### config.mk
export PLATFORM = sky130hd
export DESIGN_NAME = mem_arbiter
export DESIGN_NICKNAME = d
export VERILOG_FILES = /design/src/rtl/mem_arbiter.sv
export SDC_FILE = /design/constraint.sdc
export NUM_CORES = 1
export LEC_CHECK = 0
export ABC_AREA = 1
export BUFFER_PORTS_ARGS = -buffer_cell sky130_fd_sc_hd__clkbuf_2
export CAP_MARGIN = 10
export CORE_MARGIN = 1
export CORE_UTILIZATION = 45
export CTS_BUF_LIST = sky130_fd_sc_hd__clkbuf_8
export CTS_CLUSTER_DIAMETER = 40
export DETAILED_ROUTE_END_ITERATION = 7
export PLACE_DENSITY = 0.84
export SLEW_MARGIN = 20
export SYNTH_ARGS = -nofsm -noshare
export SYNTH_HDL_FRONTEND = slang
export SYNTH_SLANG_ARGS = --single-unit
### constraint.sdc
create_clock -name i_clk -period 2.4 [get_ports i_clk]
set_clock_uncertainty 0.05 [all_clocks]
set_input_delay 0.12 -clock i_clk [delete_from_list [all_inputs] [get_ports i_clk]]
set_output_delay 0.12 -clock i_clk [all_outputs]
set_load 0.03 [all_outputs]
### src/rtl/mem_arbiter.sv
// Round-robin arbiter merging the I-cache refill port and the data-memory port onto one
// shared memory bus, with registered bus outputs and a bus-timeout counter.
module mem_arbiter #(
    parameter int XLEN    = 32,
    parameter int TIMEOUT = 255,
    parameter int CNT_W   = 8
) (
    input  logic            i_clk,
    input  logic            i_rst,
    input  logic            i_IC_DataReq,
    input  logic [XLEN-1:0] i_IC_Addr,
    output logic [XLEN-1:0] o_IC_Data,
    output logic            o_IC_MemReady,
    input  logic            i_DM_MemRead,
    input  logic            i_DM_Wen,
    input  logic [XLEN-1:0] i_DM_Addr,
    input  logic [XLEN-1:0] i_DM_Wd,
    input  logic [2:0]      i_DM_f3,
    output logic [XLEN-1:0] o_DM_ReadData,
    output logic            o_DM_data_ready,
    output logic            o_MEM_req,
    output logic            o_MEM_we,
    output logic [XLEN-1:0] o_MEM_addr,
    output logic [XLEN-1:0] o_MEM_wdata,
    output logic [2:0]      o_MEM_f3,
    input  logic            i_MEM_ready,
    input  logic [XLEN-1:0] i_MEM_rdata,
    output logic            o_bus_err
);

    typedef enum logic [1:0] {IDLE, BUSY, RESP} state_t;

    localparam logic [CNT_W-1:0] CNT_LAST = CNT_W'(TIMEOUT - 1);

    state_t           state;
    logic             last_dm;   // 1 when the data side owns / last owned the bus
    logic [CNT_W-1:0] cnt;
    logic             dm_req;
    logic             grant_dm;

    assign dm_req   = i_DM_MemRead | i_DM_Wen;
    assign grant_dm = dm_req && (!i_IC_DataReq || !last_dm);

    always_ff @(posedge i_clk or negedge i_rst) begin
        if (!i_rst) begin
            state           <= IDLE;
            last_dm         <= 1'b0;
            cnt             <= '0;
            o_IC_Data       <= '0;
            o_IC_MemReady   <= 1'b0;
            o_DM_ReadData   <= '0;
            o_DM_data_ready <= 1'b0;
            o_MEM_req       <= 1'b0;
            o_MEM_we        <= 1'b0;
            o_MEM_addr      <= '0;
            o_MEM_wdata     <= '0;
            o_MEM_f3        <= '0;
            o_bus_err       <= 1'b0;
        end else begin
            case (state)
                IDLE: begin
                    if (i_IC_DataReq || dm_req) begin
                        state     <= BUSY;
                        o_MEM_req <= 1'b1;
                        cnt       <= '0;
                        last_dm   <= grant_dm;
                        if (grant_dm) begin
                            o_MEM_addr  <= i_DM_Addr;
                            o_MEM_wdata <= i_DM_Wd;
                            o_MEM_f3    <= i_DM_f3;
                            o_MEM_we    <= i_DM_Wen;
                        end else begin
                            o_MEM_addr  <= i_IC_Addr;
                            o_MEM_wdata <= '0;
                            o_MEM_f3    <= 3'b010;
                            o_MEM_we    <= 1'b0;
                        end
                    end
                end
                BUSY: begin
                    if (i_MEM_ready || cnt == CNT_LAST) begin
                        // Timeout returns zero data and flags the error alongside the pulse.
                        state     <= RESP;
                        o_MEM_req <= 1'b0;
                        o_bus_err <= !i_MEM_ready;
                        if (last_dm) begin
                            o_DM_ReadData   <= i_MEM_ready ? i_MEM_rdata : '0;
                            o_DM_data_ready <= 1'b1;
                        end else begin
                            o_IC_Data     <= i_MEM_ready ? i_MEM_rdata : '0;
                            o_IC_MemReady <= 1'b1;
                        end
                    end else begin
                        cnt <= cnt + 1'b1;
                    end
                end
                RESP: begin
                    state           <= IDLE;
                    o_IC_MemReady   <= 1'b0;
                    o_DM_data_ready <= 1'b0;
                    o_bus_err       <= 1'b0;
                end
                default: state <= IDLE;
            endcase
        end
    end

endmodule

======== Yosys cells after proc, flatten, opt, wreduce, memory -nomap -nowiden ========
Cells that the tools add are included.
storage, ports and cells
  flip-flop bits (word level) ............. 147
  input port bits ......................... 137
operators by class
  add/subtract/negate cells ............... 1
  eq/ne operators ......................... 8
  mux-type cells .......................... 22
  bitwise operators ....................... 2
  reduce and logical (&&, ||, !) cells .... 19
operators with widths
  cell                   count
  $mux W32               3
  $reduce_and A3 Y1      6
  $mux W8                2
  $pmux W8 S2            1
  $ne A2 B2 Y1 const B   5
  $add A8 B1 Y8 const B  1
  $eq A8 B8 Y1 const B   1
  $mux W1                8
  $pmux W1 S2            4
  $reduce_and A2 Y1      3
  $mux W2                2
  $pmux W2 S2            1
  $reduce_bool A2 Y1     2
  $logic_not A1 Y1       3
  $logic_or A1 B1 Y1     3
  $mux W3                1
  $eq A2 B1 Y1 const B   1
  $eq A2 B2 Y1 const B   1
  $logic_not A2 Y1       1
  $logic_and A1 B1 Y1    1
  $not A1 Y1             1
  $or A1 B1 Y1           1

======== Longest topological paths before layout ========
Gate-level depths: netlist of run 1.
  word-level depth ........................ 4
  gate-level depth with buffers ........... 11

======== Worst setup path after synthesis of run 1 ========
OpenSTA, ideal clock, no wires.
  path type ............................... reg-to-reg
  from .................................... register cnt[0]
  to ...................................... register o_DM_ReadData[0]
  library setup time ...................... 130 ps
  arrival time ............................ 1,324 ps
  path slack .............................. 896 ps
  stages on the path, launching flop included .. 12
  path buffers ............................ 2
  period minus slack after synthesis ...... 1,504 ps
  cells stage by stage .................... dfrtp_1 -> inv_1 -> ha_1 -> nand2_1 -> nor2_1 -> nand2_1 -> nand2_2 -> nand3_2 -> buf_6 -> buf_6 -> nand2_1 -> o21ai_1
on the way
  cells in the longest elaborated chain, start to end .. 3
ends and longest elaborated chain
  element                             line  source
  start, declared                     37    logic [CNT_W-1:0] cnt;
  start signal, assigned              94    cnt <= cnt + 1'b1;
  $eq A8 B8 Y1                        81    if (i_MEM_ready || cnt == CNT_LAST) begin
  $logic_or A1 B1 Y1                  81
  $reduce_and A3 Y1 (no source line)  n/a
  end signal, assigned                87    o_DM_ReadData <= i_MEM_ready ? i_MEM_rdata : '0;
  end, declared                       19    output logic [XLEN-1:0] o_DM_ReadData,
No other way between the ends.
A chain may end at the register's enable or synchronous reset.

======== Worst setup path in the final report of run 1 ========
  from .................................... input i_DM_Wen
  to ...................................... register o_MEM_addr[24]
on the way
  cells in the longest elaborated chain, start to end .. 3
  elaborated cells on any way between the ends .. 5
ends and longest elaborated chain
  element                                                    line    source
  start, declared                                            15      input logic i_DM_Wen,
  $or A1 B1 Y1 *                                             41      assign dm_req = i_DM_MemRead | i_DM_Wen;
  $logic_and A1 B1 Y1 or $logic_or A1 B1 Y1 (tied branches)  42, 62
  $mux W32 or $reduce_and A2 Y1 (tied branches)              n/a
  end signal, assigned                                       68      o_MEM_addr <= i_DM_Addr;
  end signal, assigned                                       73      o_MEM_addr <= i_IC_Addr;
  end, declared                                              23      output logic [XLEN-1:0] o_MEM_addr,
Mark *: on every way between the ends. The rest lies on a longest branch, timed or not.

==> results of run 1 <==
[layout by cell type, fill, tap and decap left out]
| cell | synthesis | routed |
|---|---|---|
| sky130_fd_sc_hd__clkinv_2 | 0 | 2 |
| sky130_fd_sc_hd__inv_1 | 18 | 18 |
| sky130_fd_sc_hd__ha_1 | 2 | 2 |
| sky130_fd_sc_hd__nand2_2 | 2 | 2 |
| sky130_fd_sc_hd__o21ai_1 | 19 | 20 |
| sky130_fd_sc_hd__nand3_1 | 9 | 9 |
| sky130_fd_sc_hd__buf_12 | 0 | 5 |
| sky130_fd_sc_hd__o21ai_0 | 72 | 71 |
| sky130_fd_sc_hd__o21ai_4 | 0 | 1 |
| sky130_fd_sc_hd__clkbuf_8 | 0 | 18 |
| sky130_fd_sc_hd__xnor2_1 | 1 | 1 |
| sky130_fd_sc_hd__nand2_4 | 1 | 1 |
| sky130_fd_sc_hd__nor2_2 | 1 | 2 |
| sky130_fd_sc_hd__nand3_2 | 2 | 2 |
| sky130_fd_sc_hd__clkinvlp_4 | 0 | 5 |
| sky130_fd_sc_hd__dlygate4sd3_1 | 0 | 133 |
| sky130_fd_sc_hd__nor3b_1 | 1 | 1 |
| sky130_fd_sc_hd__xor2_1 | 1 | 1 |
| sky130_fd_sc_hd__inv_6 | 0 | 5 |
| sky130_fd_sc_hd__o21ai_2 | 47 | 47 |
| sky130_fd_sc_hd__buf_6 | 12 | 2 |
| sky130_fd_sc_hd__bufinv_16 | 0 | 2 |
| sky130_fd_sc_hd__inv_8 | 0 | 1 |
| sky130_fd_sc_hd__buf_4 | 2 | 12 |
| sky130_fd_sc_hd__clkbuf_2 | 3 | 271 |
| sky130_fd_sc_hd__nor2_1 | 48 | 47 |
| sky130_fd_sc_hd__dfrtp_1 | 147 | 147 |
| sky130_fd_sc_hd__nand2_1 | 264 | 264 |
[timing repair]
| action | CTS | global route |
|---|---|---|
| resized for setup | 0 | 5 |
| hold buffers | 133 | 0 |
| buffers inserted | 0 | 6 |
| setup endpoints to repair | 0 | 32 |
| endpoints found under the hold margin | 279 | 0 |
[path summary, 6_finish.rpt]
path / slack, ns / startpoint / end / cells past startpoint
min in group asynchronous: 0.11 / i_rst / o_MEM_wdata[19]$_DFFE_PN0P_ / 2
max: -0.003 / i_DM_Wen / o_MEM_addr[24]$_DFFE_PN0P_ / 10
min reg2reg: 0.43 / o_IC_MemReady$_DFFE_PN0P_ / o_IC_MemReady$_DFFE_PN0P_ / 2
max in group asynchronous: 1.44 / i_rst / o_MEM_addr[16]$_DFFE_PN0P_ / 3
min: 0.05 / i_MEM_ready / state[1]$_DFFE_PN0P_ / 5
max reg2reg: 0.07 / state[0]$_DFFE_PN0P_ / o_MEM_addr[16]$_DFFE_PN0P_ / 7
[cell families (layout without fill, tap and decap cells)]
| logic type | Yosys count | count (layout) |
|---|---|---|
| AO/OA/AOI/OAI | 138 | 139 |
| buffers and inverters | 56 | 474 |
| flip-flops | 147 | 147 |
| AND/OR/NAND/NOR | 328 | 328 |
| adder cells (fa/ha/maj) | 2 | 2 |
| XOR/XNOR | 2 | 2 |
[routing by layer]
layer  up-vias  GRT usage [%]  share of wire [%]
li1       2962              -                  -
met1      3219           36.8                 34
met4         0           26.8                9.7
met2       616           53.8                 46
met5         -              0                  0
met3       194           8.14                 11
[power by group through the flow]
stage          clock network [uW]  registers, uW  logic (uW)
2_1_floorplan                   0           6540        2000
3_3_place_gp                    0           4320        6000
3_5_place_dp                    0           4360        6120
4_1_cts                      1990           4320        6770
5_1_grt                      2140           4550        7700
6_report                     2000           4460        7330
[worst max-delay path, delay by kind of cell]
kind                   cells  cell delay, ns
AOI/OAI and AO/OA          2            0.48
buffers and inverters      6            1.80
and+or+nand+nor            2            0.32
[stage by stage]
stage / power [uW] / utilization, % / hold WS, ns / cells / area, um2
6_report: 13800 / 71.0 / 0.0486 / 1268 / 9480
5_1_grt: 14400 / 71.0 / 0.0320 / 1268 / 9480
4_1_cts: 13100 / 70.4 / 0.0270 / 1260 / 9400
3_5_place_dp: 10500 / 57.4 / -0.0239 / 1095 / 7660
3_3_place_gp: 10300 / 57.4 / -0.0217 / 1095 / 7660
2_1_floorplan: 8540 / - / -0.226 / 673 / 6180
[area by class of cell]
class	count	area [um2]	area share, %
clock inverter	14	151	1.60
clock buffer	18	248	2.61
tap	176	220	2.32
timing repair inverter	1	7.51	0.0792
sequential	147	3680	38.8
multi-input combinational	471	2200	23.2
inverter	18	71.3	0.752
timing repair buffer	423	2900	30.6
[registers in the layout, summed over array words and instances, names as in the netlist]
name and cells:
last_dm 1, o_DM_data_ready 1, o_MEM_wdata 32, o_IC_Data 32, o_MEM_we 1, o_MEM_addr 32
o_MEM_f3 3, o_bus_err 1, state 2, o_IC_MemReady 1, o_DM_ReadData 32, cnt 8
o_MEM_req 1
==> impl_metrics.yaml, run 1 <==
status:
  run_status: "complete, but fails checks"
  violations: "setup timing"
pwr:
  power_leakage_uw: 0.00498
  net-switching-power_uw: 6860
  clock_power_share_pct: 14.5
  vdd.ir_drop.worst_v: 0.000934
  power.sequential.fraction_pct: 32.4
  switching_share_pct: 49.8
  internal_power_uw: 6920
  pwr_density_cell_nw_per_um2: 1450
  comb_power_share_pct: 53.2
logic_synthesis:
  parity_gate_share_of_the_synthesized_area_counting_xor_and_xnor_cells_pct: 0.283
  ys_top_cells_by_area: "sky130_fd_sc_hd__dfrtp_1 (59%), sky130_fd_sc_hd__nand2_1 (16%), sky130_fd_sc_hd__o21ai_2 (6.7%)"
  postSynthNetCount: 812
  ys_top_cells_by_count: "sky130_fd_sc_hd__nand2_1 (264), sky130_fd_sc_hd__dfrtp_1 (147), sky130_fd_sc_hd__o21ai_0 (72)"
  synthAdderAreaFrac_pct: 0.405
  ys.flop_type: "sky130_fd_sc_hd__dfrtp_1"
  synthesized_area_fraction_occupied_by_ao_oa_aoi_and_oai_cells_pct: 14.0
  seq_total_area_yosys_pct: 59.5
  combinational_family_with_the_most_area_after_synthesis: "simple AND/OR/NAND/NOR gates"
  post-synth-top-area-fraction_pct: 59.5
  synth_warnings: 0
  muxShareOfSynthArea_pct: 0
  post-synth-top-area-cell: "sky130_fd_sc_hd__dfrtp_1"
  synth_enable_flop_cells: 0
  netlist_instances: 673
  post-synth-top-count-cell: "sky130_fd_sc_hd__nand2_1"
  post_synth.cell_area_avg_um2: 9.19
  synth_simple_gate_area_share_pct: 20.6
  flops_latches_synth: 147
  synthArstFlopShare_pct: 100
  count_of_distinct_cell_types_in_the_synthesized_netlist: 21
  netlist_area_um2: 6180
finish:
  n_fill_cell: 849
  num-nets-final: 1218
  antennaDiodeCount: 0
  layout-area-overhead-vs-synth_pct: 53.3
  share_of_cells_above_drive_strength_1_pct: 34.6
critical_path:
  critical_path_class: "input pin to flop"
  cp_data_required_time_ns: 2.73
  timing.critical_path.slowest_cell_delay_ns: 0.59
  worstPathMaxFanout: 54
  worst_setup_path_start_kind: "input pin"
  critical_path.endpoint_type: "flop"
  crit_path_cell_trace: "dlygate4sd3_1 > clkbuf_2 > inv_1 > nand2_1 > o21ai_4 > buf_4 > buf_12 > nand2_1 > o21ai_0 > dlygate4sd3_1"
  crit_arrival_ns: 2.73
  crit_path_top_delay_cell: "sky130_fd_sc_hd__dlygate4sd3_1"
timing:
  worst_slew_pin_slew_ns: 0.494
  clock.fmax_mhz: 416
  worst_slack_ns: -0.00327
  hold_viol_final: 0
  min_cycle_time_layout_ns: 2.40
  timing.setup.tns_ns: -0.00327
  slew_headroom_pct: 67.0
  final-max-slew-violation-count: 0
  setup_viol: 1
  period_share_pct: 100
placement:
  routabilityCongestion: 0.829
  io_buffers: 272
  dp_slack_ns: 0.565
  dp.final_hpwl_um: 12100
global_routing:
  grt_pass1_wl_um: 35600
  globalRouteOverflowTotal: 0
  grt_pass1_vias: 6933
  antenna_found_initial: 0
  grt_max_degree: 66
  global_route.usage.total_pct: 33.0
drt:
  post_detailed_route_via_to_cell_ratio: 5.51
  route.final.wire_length_um: 24300
  drcViolationCount: 0
  drt-wirelength-per-cell_um: 19.2
  drt_pre_antenna_iters: 8
  antenna_violating_nets_post_route: 0
  first_iter_violations: 750
  routed-via-count: 6991
die:
  num_rows: 42
  die_x_um: 119
  initial_utilization_pct: 46.3
  ios: 273
  chipHeight_um: 119
  core-area_um2: 13300
  die_area_um2: 14200
min_path:
  timing.hold.worst.class: "input pin to flop"
cts:
  clkTransAtPathRegs_ns: 0.09
  max-clock-path-buffers: 2
  numClockSinks: 147
  insertion_delay_ns: 0.44
  clk_root_buffer_cell: "sky130_fd_sc_hd__clkbuf_8"
  tritoncts_clock_tree: "built"
  cts_max_level: 4
  total_cts_buffers: 17
job:
  max_cap_viol_count: 0
(Power assumes the default switching activity.)
==> run 2: changes to the inputs <==
--- a/config.mk
+++ b/config.mk
@@ -14,6 +14,7 @@
 export CTS_CLUSTER_DIAMETER = 40
 export DETAILED_ROUTE_END_ITERATION = 7
 export PLACE_DENSITY = 0.84
+export RECOVER_POWER = 100
 export SLEW_MARGIN = 20
 export SYNTH_ARGS = -nofsm -noshare
 export SYNTH_HDL_FRONTEND = slang
==> impl_metrics.yaml, run 2 (synthesized netlist as in run 1, its figures left out) <==
status:
  run_status: "complete, but fails checks"
  violations: "capacitance limit, slew limit, setup timing"
die:
  chipHeight_um: 119
  die_area_um2: 14200
  initial_utilization_pct: 46.3
  core-area_um2: 13300
  ios: 273
  num_rows: 42
  die_x_um: 119
min_path:
  timing.hold.worst.class: "input pin to flop"
finish:
  share_of_cells_above_drive_strength_1_pct: 21.9
  antennaDiodeCount: 0
  most-common-layout-cells: "sky130_fd_sc_hd__nand2_1 (265), sky130_fd_sc_hd__dfrtp_1 (147), sky130_fd_sc_hd__clkbuf_1 (138)"
  post-route-cell-area_um2: 9280
  num-nets-final: 1218
  layout-area-overhead-vs-synth_pct: 50.1
  layout_commonest_cell: "sky130_fd_sc_hd__nand2_1"
global_routing:
  grt_max_degree: 66
  global_route.usage.total_pct: 33.0
  globalRouteOverflowTotal: 0
  grt_pass1_vias: 6933
  antenna_found_initial: 0
  grt_pass1_wl_um: 35600
critical_path:
  worstPathMaxFanout: 54
  timing.critical_path.slowest_cell_delay_ns: 0.60
  critical_path_class: "input pin to flop"
  crit_path_top_delay_cell: "sky130_fd_sc_hd__dlygate4sd3_1"
  critical_path.endpoint_type: "flop"
  crit_path_cell_trace: "dlygate4sd3_1 > clkbuf_2 > inv_1 > nand2_1 > o21ai_4 > buf_4 > buf_12 > nand2_1 > o21ai_0 > dlygate4sd3_1"
  worst_path_buf_inv: 6
  critical_path.top_delay_family: "buffers and inverters"
  worst_setup_path_start_kind: "input pin"
  cp_data_required_time_ns: 2.73
  crit_arrival_ns: 2.77
drt:
  first_iter_violations: 712
  drcViolationCount: 0
  route.final.wire_length_um: 24300
  drt-wirelength-per-cell_um: 19.2
  post_detailed_route_via_to_cell_ratio: 5.54
  antenna_violating_nets_post_route: 0
  routed-via-count: 7029
  drt_pre_antenna_iters: 5
pwr:
  switching_share_pct: 50.8
  comb_power_share_pct: 52.2
  internal_power_uw: 6630
  clock_power_share_pct: 14.8
  pwr_density_cell_nw_per_um2: 1450
  power.sequential.fraction_pct: 33.0
  power_leakage_uw: 0.00453
  vdd.ir_drop.worst_v: 0.000862
  net-switching-power_uw: 6850
placement:
  dp_slack_ns: 0.565
  dp.final_hpwl_um: 12100
  placed_area_um2: 7660
  routabilityCongestion: 0.829
  io_buffers: 272
cts:
  total_cts_buffers: 17
  clkTransAtPathRegs_ns: 0.09
  cts_max_level: 4
  tritoncts_clock_tree: "built"
  clk_root_buffer_cell: "sky130_fd_sc_hd__clkbuf_8"
  insertion_delay_ns: 0.44
  max-clock-path-buffers: 2
  numClockSinks: 147
job:
  max_cap_viol_count: 2
timing:
  slew_headroom_pct: -7.46
  clock.fmax_mhz: 410
  hold_viol_final: 0
  period_share_pct: 102
  worst_slew_pin_slew_ns: 1.61
  final-max-slew-violation-count: 30
  setup_viol: 1
  min_cycle_time_layout_ns: 2.44
  worst_slack_ns: -0.0413
run 2: cell count changes in the layout (fill, tap and decap cells not counted), sizes merged:
cell / change
buf: -3
clkbuf: +3
run 2: power by group through the flow:
stage          Clock, uW  Sequential, uW  Combinational [uW]
5_1_grt             2140            4540                7410
3_3_place_gp           0            4320                6000
2_1_floorplan          0            6540                2000
3_5_place_dp           0            4360                6120
6_report            1990            4450                7040
4_1_cts             1990            4320                6770
run 2: area by class of cell:
| cell class | instances | area [um2] |
|---|---|---|
| Clock buffer | 18 | 248 |
| Clock inverter | 14 | 151 |
| Fill cell | 956 | 4060 |
| Inverter | 18 | 71.3 |
| Multi-Input combinational cell | 471 | 2200 |
| Sequential cell | 147 | 3680 |
| Tap cell | 176 | 220 |
| Timing Repair Buffer | 423 | 2710 |
| Timing Repair inverter | 1 | 7.51 |
run 2: worst reg2reg max path: stages, from the launching register on:
cell and delay, ns:
sky130_fd_sc_hd__dfrtp_1 0.41, sky130_fd_sc_hd__nor2_2 0.26, sky130_fd_sc_hd__o21ai_4 0.17, sky130_fd_sc_hd__inv_1 0.12, sky130_fd_sc_hd__buf_6 0.26, sky130_fd_sc_hd__o21ai_0 0.16, sky130_fd_sc_hd__o21ai_0 0.25, sky130_fd_sc_hd__dlygate4sd3_1 0.60
run 2: path summary, 6_finish.rpt:
| check | slack [ns] | depth (start not counted) | endpoint | start |
|---|---|---|---|---|
| setup / recovery | -0.04 | 10 | o_MEM_addr[24]$_DFFE_PN0P_ | i_DM_Wen |
| hold / removal | 0.08 | 5 | state[1]$_DFFE_PN0P_ | i_MEM_ready |
| setup reg to reg | 0.05 | 7 | o_MEM_addr[24]$_DFFE_PN0P_ | state[0]$_DFFE_PN0P_ |
| hold reg to reg | 0.43 | 2 | o_IC_MemReady$_DFFE_PN0P_ | o_IC_MemReady$_DFFE_PN0P_ |
| max in group asynchronous | 0.36 | 3 | o_MEM_addr[16]$_DFFE_PN0P_ | i_rst |
| min in group asynchronous | 0.10 | 2 | o_MEM_wdata[19]$_DFFE_PN0P_ | i_rst |
run 2: routing by layer:
metal  wire (um)  vias up  GRT usage, %  part of all wire, %
li1            -     2960             -                    -
met1        8200     3228          36.8                   34
met5           0        -             0                    0
met4        2350        0          26.8                  9.7
met3        2660      196          8.14                   11
met2       11100      645          53.8                   46
run 2: metrics by stage:
step	hold slack, ns	cells	setup TNS (ns)	total power, uW	util [%]
floorplan	-0.226	673	0	8540	-
global placement	-0.0217	1095	0	10300	57.4
detailed placement	-0.0239	1095	0	10500	57.4
CTS	0.0270	1260	0	13100	70.4
global route	0.0320	1268	-0.0177	14100	69.6
finish	0.0832	1268	-0.0413	13500	69.6
run 2: timing repair:
action                     CTS  global route
hold endpoints to repair   279             0
buffers inserted             0             6
gates resized for setup      0             5
hold buffers               133             0
setup endpoints to repair    0            32
